==> src/rtl/mod_updown_counter_pkg.sv <==
// Shared definitions for the up/down modulo counter: default parameter
// values, the direction encoding and the prescale counter width helper.
package mod_updown_counter_pkg;

  localparam int unsigned     DEF_WIDTH    = 4;
  localparam longint unsigned DEF_MODULUS  = 10;
  localparam int unsigned     DEF_PRESCALE = 1;

  typedef enum logic {
    DIR_DOWN = 1'b0,
    DIR_UP   = 1'b1
  } dir_e;

  // Width of the prescale counter: enough to hold PRESCALE-1, never below 1 bit.
  function automatic int unsigned psc_width(input int unsigned prescale);
    return (prescale <= 2) ? 1 : $clog2(prescale);
  endfunction

endpackage

==> src/rtl/mod_updown_counter_prescaler.sv <==
// Prescaler for the modulo counter: counts enabled falling edges and flags
// the edge on which a count step is due. A clear or load restarts the period.
module mod_prescaler
  import mod_updown_counter_pkg::*;
#(
  parameter int unsigned PRESCALE = DEF_PRESCALE
) (
  input  logic clk,
  input  logic reset,
  input  logic en,
  input  logic clr,
  input  logic load,
  output logic step_due
);

  localparam int unsigned   CW   = psc_width(PRESCALE);
  localparam logic [CW-1:0] LAST = CW'(PRESCALE - 1);

  if (PRESCALE < 1 || PRESCALE > 256) begin : g_bad_prescale
    $error("mod_prescaler: PRESCALE must be in 1..256");
  end

  logic [CW-1:0] cnt_q;
  logic [CW-1:0] cnt_d;

  // Next prescale count and step flag; clr/load win over counting.
  always_comb begin
    step_due = 1'b0;
    cnt_d    = cnt_q;
    if (clr || load) begin
      cnt_d = '0;
    end else if (en) begin
      if (cnt_q == LAST) begin
        step_due = 1'b1;
        cnt_d    = '0;
      end else begin
        cnt_d = cnt_q + CW'(1);
      end
    end
  end

  // Prescale counter register, falling-edge clocked, async active-low reset.
  always_ff @(negedge clk or negedge reset) begin
    if (!reset) begin
      cnt_q <= '0;
    end else begin
      cnt_q <= cnt_d;
    end
  end

endmodule

==> src/rtl/mod_updown_counter.sv <==
// Parametrised up/down modulo counter with prescaler, synchronous clear and
// clamped load, combinational terminal count and a registered wrap pulse.
module mod_updown_counter
  import mod_updown_counter_pkg::*;
#(
  parameter int unsigned     WIDTH    = DEF_WIDTH,
  parameter longint unsigned MODULUS  = DEF_MODULUS,
  parameter int unsigned     PRESCALE = DEF_PRESCALE
) (
  input  logic             clk,
  input  logic             reset,
  input  logic             en,
  input  logic             up,
  input  logic             clr,
  input  logic             load,
  input  logic [WIDTH-1:0] load_val,
  output logic [WIDTH-1:0] q,
  output logic             tc,
  output logic             wrap
);

  if (WIDTH < 1 || WIDTH > 32) begin : g_bad_width
    $error("mod_updown_counter: WIDTH must be in 1..32");
  end
  if (MODULUS < 2 || MODULUS > (64'd1 << WIDTH)) begin : g_bad_modulus
    $error("mod_updown_counter: MODULUS must be in 2..2**WIDTH");
  end

  // Last state kept one bit wider so MODULUS == 2**WIDTH compares cleanly.
  localparam logic [WIDTH:0]   LAST_EXT = (WIDTH + 1)'(MODULUS - 1);
  localparam logic [WIDTH-1:0] LAST     = WIDTH'(MODULUS - 1);

  logic [WIDTH-1:0] q_q;
  logic [WIDTH-1:0] q_d;
  logic             wrap_q;
  logic             wrap_d;
  logic             step_due;
  logic             at_last;
  logic             tc_int;
  logic [WIDTH:0]   q_ext;
  logic [WIDTH:0]   load_ext;
  dir_e             dir;

  assign dir = dir_e'(up);

  mod_prescaler #(
    .PRESCALE (PRESCALE)
  ) u_prescaler (
    .clk      (clk),
    .reset    (reset),
    .en       (en),
    .clr      (clr),
    .load     (load),
    .step_due (step_due)
  );

  // Next count, terminal count and wrap; priority is clr, then load, then step.
  always_comb begin
    q_ext    = {1'b0, q_q};
    load_ext = {1'b0, load_val};
    at_last  = (dir == DIR_UP) ? (q_ext == LAST_EXT) : (q_ext == '0);
    tc_int   = step_due & at_last;
    q_d      = q_q;
    wrap_d   = tc_int;
    if (clr) begin
      q_d = '0;
    end else if (load) begin
      q_d = (load_ext > LAST_EXT) ? LAST : load_val;
    end else if (step_due) begin
      if (dir == DIR_UP) begin
        q_d = at_last ? '0 : WIDTH'(q_ext + (WIDTH + 1)'(1));
      end else begin
        q_d = at_last ? LAST : WIDTH'(q_ext - (WIDTH + 1)'(1));
      end
    end
  end

  // Count and wrap registers, falling-edge clocked, async active-low reset.
  always_ff @(negedge clk or negedge reset) begin
    if (!reset) begin
      q_q    <= '0;
      wrap_q <= 1'b0;
    end else begin
      q_q    <= q_d;
      wrap_q <= wrap_d;
    end
  end

  assign q    = q_q;
  assign tc   = tc_int;
  assign wrap = wrap_q;

endmodule

==> config.mk <==
export PLATFORM = sky130hd
export DESIGN_NAME = mod_updown_counter
export DESIGN_NICKNAME = d
export VERILOG_FILES = /design/src/rtl/mod_updown_counter_pkg.sv /design/src/rtl/mod_updown_counter_prescaler.sv /design/src/rtl/mod_updown_counter.sv
export SDC_FILE = /design/constraint.sdc
export NUM_CORES = 1
export LEC_CHECK = 0
export CAP_MARGIN = 0
export CORE_UTILIZATION = 35
export DETAILED_ROUTE_END_ITERATION = 7
export PLACE_DENSITY = 0.65
export SYNTH_ARGS = -nofsm -noshare
export SYNTH_HDL_FRONTEND = slang
export SYNTH_SLANG_ARGS = --single-unit
==> constraint.sdc <==
create_clock -name clk -period 3 [get_ports clk]
set_input_delay 0.6 -clock clk [delete_from_list [all_inputs] [get_ports clk]]
set_output_delay 0.6 -clock clk [all_outputs]
set_load 0.02 [all_outputs]
* Yosys cells after proc, flatten, opt, wreduce, memory -nomap -nowiden
Index checks and enable logic that the tools add are counted. Widths: inputs -> output; s select.
Storage, ports and cells: logic and storage cells 27, register bits 6
Cells by class: equal/unequal tests 1, mux-type cells 14, magnitude comparators 1, reduce and logical (&&, ||, !) cells 4, bitwise logic cells 1, $add $sub $neg 3
Operators with widths (count):
- $mux 4 | 7
- $mux 1 | 7
- $add 4x1->4 const B | 1
- $eq 4x4->1 const B | 1
- $gt 4x4->1 const B | 1
- $logic_not 4->1 | 1
- $sub 4x1->4 const B | 1
- $reduce_bool 3->1 | 1
- $reduce_bool 2->1 | 1
- $add 1x1->1 const B | 1
- $and 1x1->1 | 1
- $logic_or 1x1->1 | 1

* Depth between registers and ports, before layout
depth in word-level cells 7, depth in mapped cells 6

* By module
Synthesis repeated with hierarchy kept, for this count alone.
Unflattened totals: cells, all modules 56, area total of the unflattened synthesis 464.2 µm²
By module, submodules not included:
- mod_updown_counter | cells an instance 55, instances 1, area each 451.7 µm², sequential area each 125.1 µm²
- mod_prescaler | cells an instance 1, instances 1, area each 12.5 µm², sequential area each 0.0 µm²

==> flow_metrics.py <==
metrics = {
    "outcome": {
        "status": "complete, but fails checks",
        "violations": "setup timing",
    },
    "grt": {
        "grt_pass1_wl_um": 2070,
        "grt_pass1_vias": 513,
        "grt_max_degree": 10,
        "grt-ovfl-total": 0,
        "antenna_found_initial": 0,
        "grtUsageTotal": 0.216,
    },
    "pwr": {
        "peakVddDrop_v": 0.000191,
        "p_switching_uw": 97.6,
        "pwr-share-seq": 0.262,
        "power_density_mw_per_mm2": 348,
        "power_uw": 295,
        "pwr-share-clk": 0.294,
        "intPower_uw": 198,
        "swShare": 0.330,
        "p_leak_nw": 0.415,
        "combPwrFrac": 0.445,
    },
    "floorplan": {
        "pin_count": 16,
        "chipHeight_um": 38.2,
        "start_util": 0.396,
        "core_sq_mm": 0.00116,
        "rows": 12,
        "fp.dieW_um": 38.2,
        "die-area_sq_mm": 0.00146,
    },
    "route": {
        "drtAntennaViolNets": 0,
        "drc": 0,
        "drt-total-wl_um": 1400,
        "vias": 574,
        "firstDrtPassIters": 4,
        "avgViaCountPerCell": 5.36,
        "initialDrtViolationCount": 18,
        "wire_per_inst_um": 13.1,
    },
    "clock_network": {
        "numCtsBuffers": 3,
        "clk_pin_slew_ps": 40,
        "clock_latency_ps": 260,
        "cts_hold_buf": 0,
        "root_buffer": "clkbuf_4",
        "clock_sinks": 5,
        "cts_tree": "done",
        "clockBufferDepth": 2,
        "htreeDepth": 1,
    },
    "place": {
        "dp_slack_ps": -849,
        "dpl.hpwl_um": 1020,
        "gp_congestion": 0.825,
        "numPortBuffers": 15,
    },
    "critical_path": {
        "worst-setup-path-type": "reg -> out",
        "crit_buf_inv": 2,
        "worst_path_max_delay_cell": "dfrtn_1",
        "endpoint_kind": "output port",
        "crit_required_ps": 2400,
        "worstPathCellList": "inv_1 -> ha_2 -> nor2b_4 -> a21oi_2 -> nor4b_4 -> buf_4",
        "cpPeakStageDelay_ps": 380,
        "arrival_ps": 3040,
        "cp-start-kind": "flip-flop",
        "cp_max_fo": 3,
        "worst_path_dominant_cell_family": "flip-flops",
    },
    "logic_synthesis": {
        "syn_avg_cell_area_sq_um": 8.33,
        "synth.yosys.warnings": 0,
        "synth_top_cell_by_area": "dfrtn_1",
        "synth_top_cell_area_share": 0.273,
        "synth_cells": 55,
        "ys_seq_elements": 5,
        "ys_top_cells_by_area": "dfrtn_1 (27%), ha_1 (8.2%), inv_1 (5.7%)",
        "netlist_area_sq_um": 458,
        "ys_seq_area_frac": 0.273,
        "synthDistinctLibCells": 28,
        "syn_nets": 68,
    },
    "timing": {
        "fin_skew_ps": 6.02,
        "whs_ps": 633,
        "rsz0062_at_grt": "true",
        "setup-tns-final_ps": -1050,
        "tightest_slew_ps": 365,
        "hold_viol": 0,
        "finalMaxSlewViolations": 0,
        "slew_headroom": 0.750,
        "setup_violations": 3,
        "finalWorstSetupSlack_ps": -643,
    },
    "layout": {
        "n_antenna_cell": 0,
        "final_common_cell": "buf_4",
        "drive_gt1_frac": 0.452,
        "nets": 107,
        "area_growth_syn_to_layout_pct": 85.5,
        "utilization": 0.735,
        "layout_common_cells": "buf_4 (18), buf_6 (9), clkdlybuf4s50_1 (6)",
    },
    "min_path": {
        "hold_class": "reg -> reg",
    },
    "run": {
        "cap_violations": 0,
    },
}
-- worst register-to-register path, stage by stage, from the launching register on --
cell	delay (ps)
dfrtn_1	460
inv_1	70
ha_2	190
nor2b_4	130
buf_4	130
nor3b_4	150
or4_4	520
a221oi_2	210
-- layer usage --
metal  wire [um]  part of all wire  vias up  global-route usage
met1         602              0.43      268               0.257
met3          63             0.045        2              0.0349
met4          19             0.014        0               0.134
met2         716              0.51       26               0.356
li1            -                 -      278                   -
met5           0                 0        -                   0
-- worst paths after layout --
kind	startpoint	to	slack (ps)	cells after the start
worst max-delay path	q[0]	tc	-640	6
worst min-delay path	q[2]	wrap	630	2
worst max register to register	q[0]	q[1]	1150	7
worst min register to register	q[2]	wrap	630	2
max in group asynchronous	reset	q[1]	810	1
min in group asynchronous	reset	q[0]	1950	1
-- power groups by stage --
| stage | Clock [mW] | Combinational, mW | Sequential [mW] |
|---|---|---|---|
| CTS | 0.0890 | 0.122 | 0.0773 |
| finish | 0.0868 | 0.131 | 0.0773 |
| global placement | 0 | 0.109 | 0.0774 |
| global route | 0.0960 | 0.141 | 0.0775 |
| floorplan | 0 | 0.0461 | 0.0853 |
| detailed placement | 0 | 0.110 | 0.0778 |
-- sequential cells by signal (all words and copies together), names as in the netlist --
name and flops:
q 4, wrap 1
-- cell usage after synthesis --
cell type / number
ha_1: 3
a2111oi_0: 1
a31oi_1: 3
a221oi_1: 2
and4b_1: 1
nor3b_2: 1
nand2_1: 3
nor2b_2: 1
a21o_1: 1
o21ai_0: 4
o31ai_1: 1
inv_1: 7
a32oi_1: 1
clkbuf_1: 1
nand3_1: 1
a21oi_1: 3
or3_1: 1
nor4b_1: 2
and3_1: 1
buf_4: 2
a221oi_2: 1
xor2_1: 1
nor2_1: 4
dfrtn_1: 5
nor3_1: 1
or4_4: 1
nand2b_1: 1
and3_2: 1
-- cell type report --
cell class,instances,area (sq um)
Timing Repair Buffer,37,332
Multi-Input combinational cell,40,323
Fill cell,89,307
Sequential cell,5,125
Clock buffer,4,26.3
Inverter,7,26.3
Tap cell,14,17.5
-- logic make-up (layout without fill, tap and decap cells) --
family / count (synthesis) / count (layout) / share of synthesized area
xor+xnor: 1 / 1 / 0.0191
buf+inv: 10 / 48 / 0.0984
flops: 5 / 5 / 0.273
compound gates: 17 / 17 / 0.260
simple gates: 19 / 19 / 0.268
fa+ha+maj: 3 / 3 / 0.0820
-- repair_timing --
| item | CTS | global route |
|---|---|---|
| endpoints found under the setup margin | 11 | 8 |
| buffers inserted | 3 | 4 |
| gates resized for setup | 45 | 3 |
| pin swaps | 4 | 4 |
-- stage by stage --
| stage | area [sq um] | cells |
|---|---|---|
| 6_report | 850 | 107 |
| 5_1_grt | 850 | 107 |
| 4_1_cts | 811 | 103 |
| 3_5_place_dp | 742 | 97 |
| 3_3_place_gp | 742 | 97 |
| 2_1_floorplan | 474 | 55 |
Note: power is estimated with default switching activity, not from simulation.
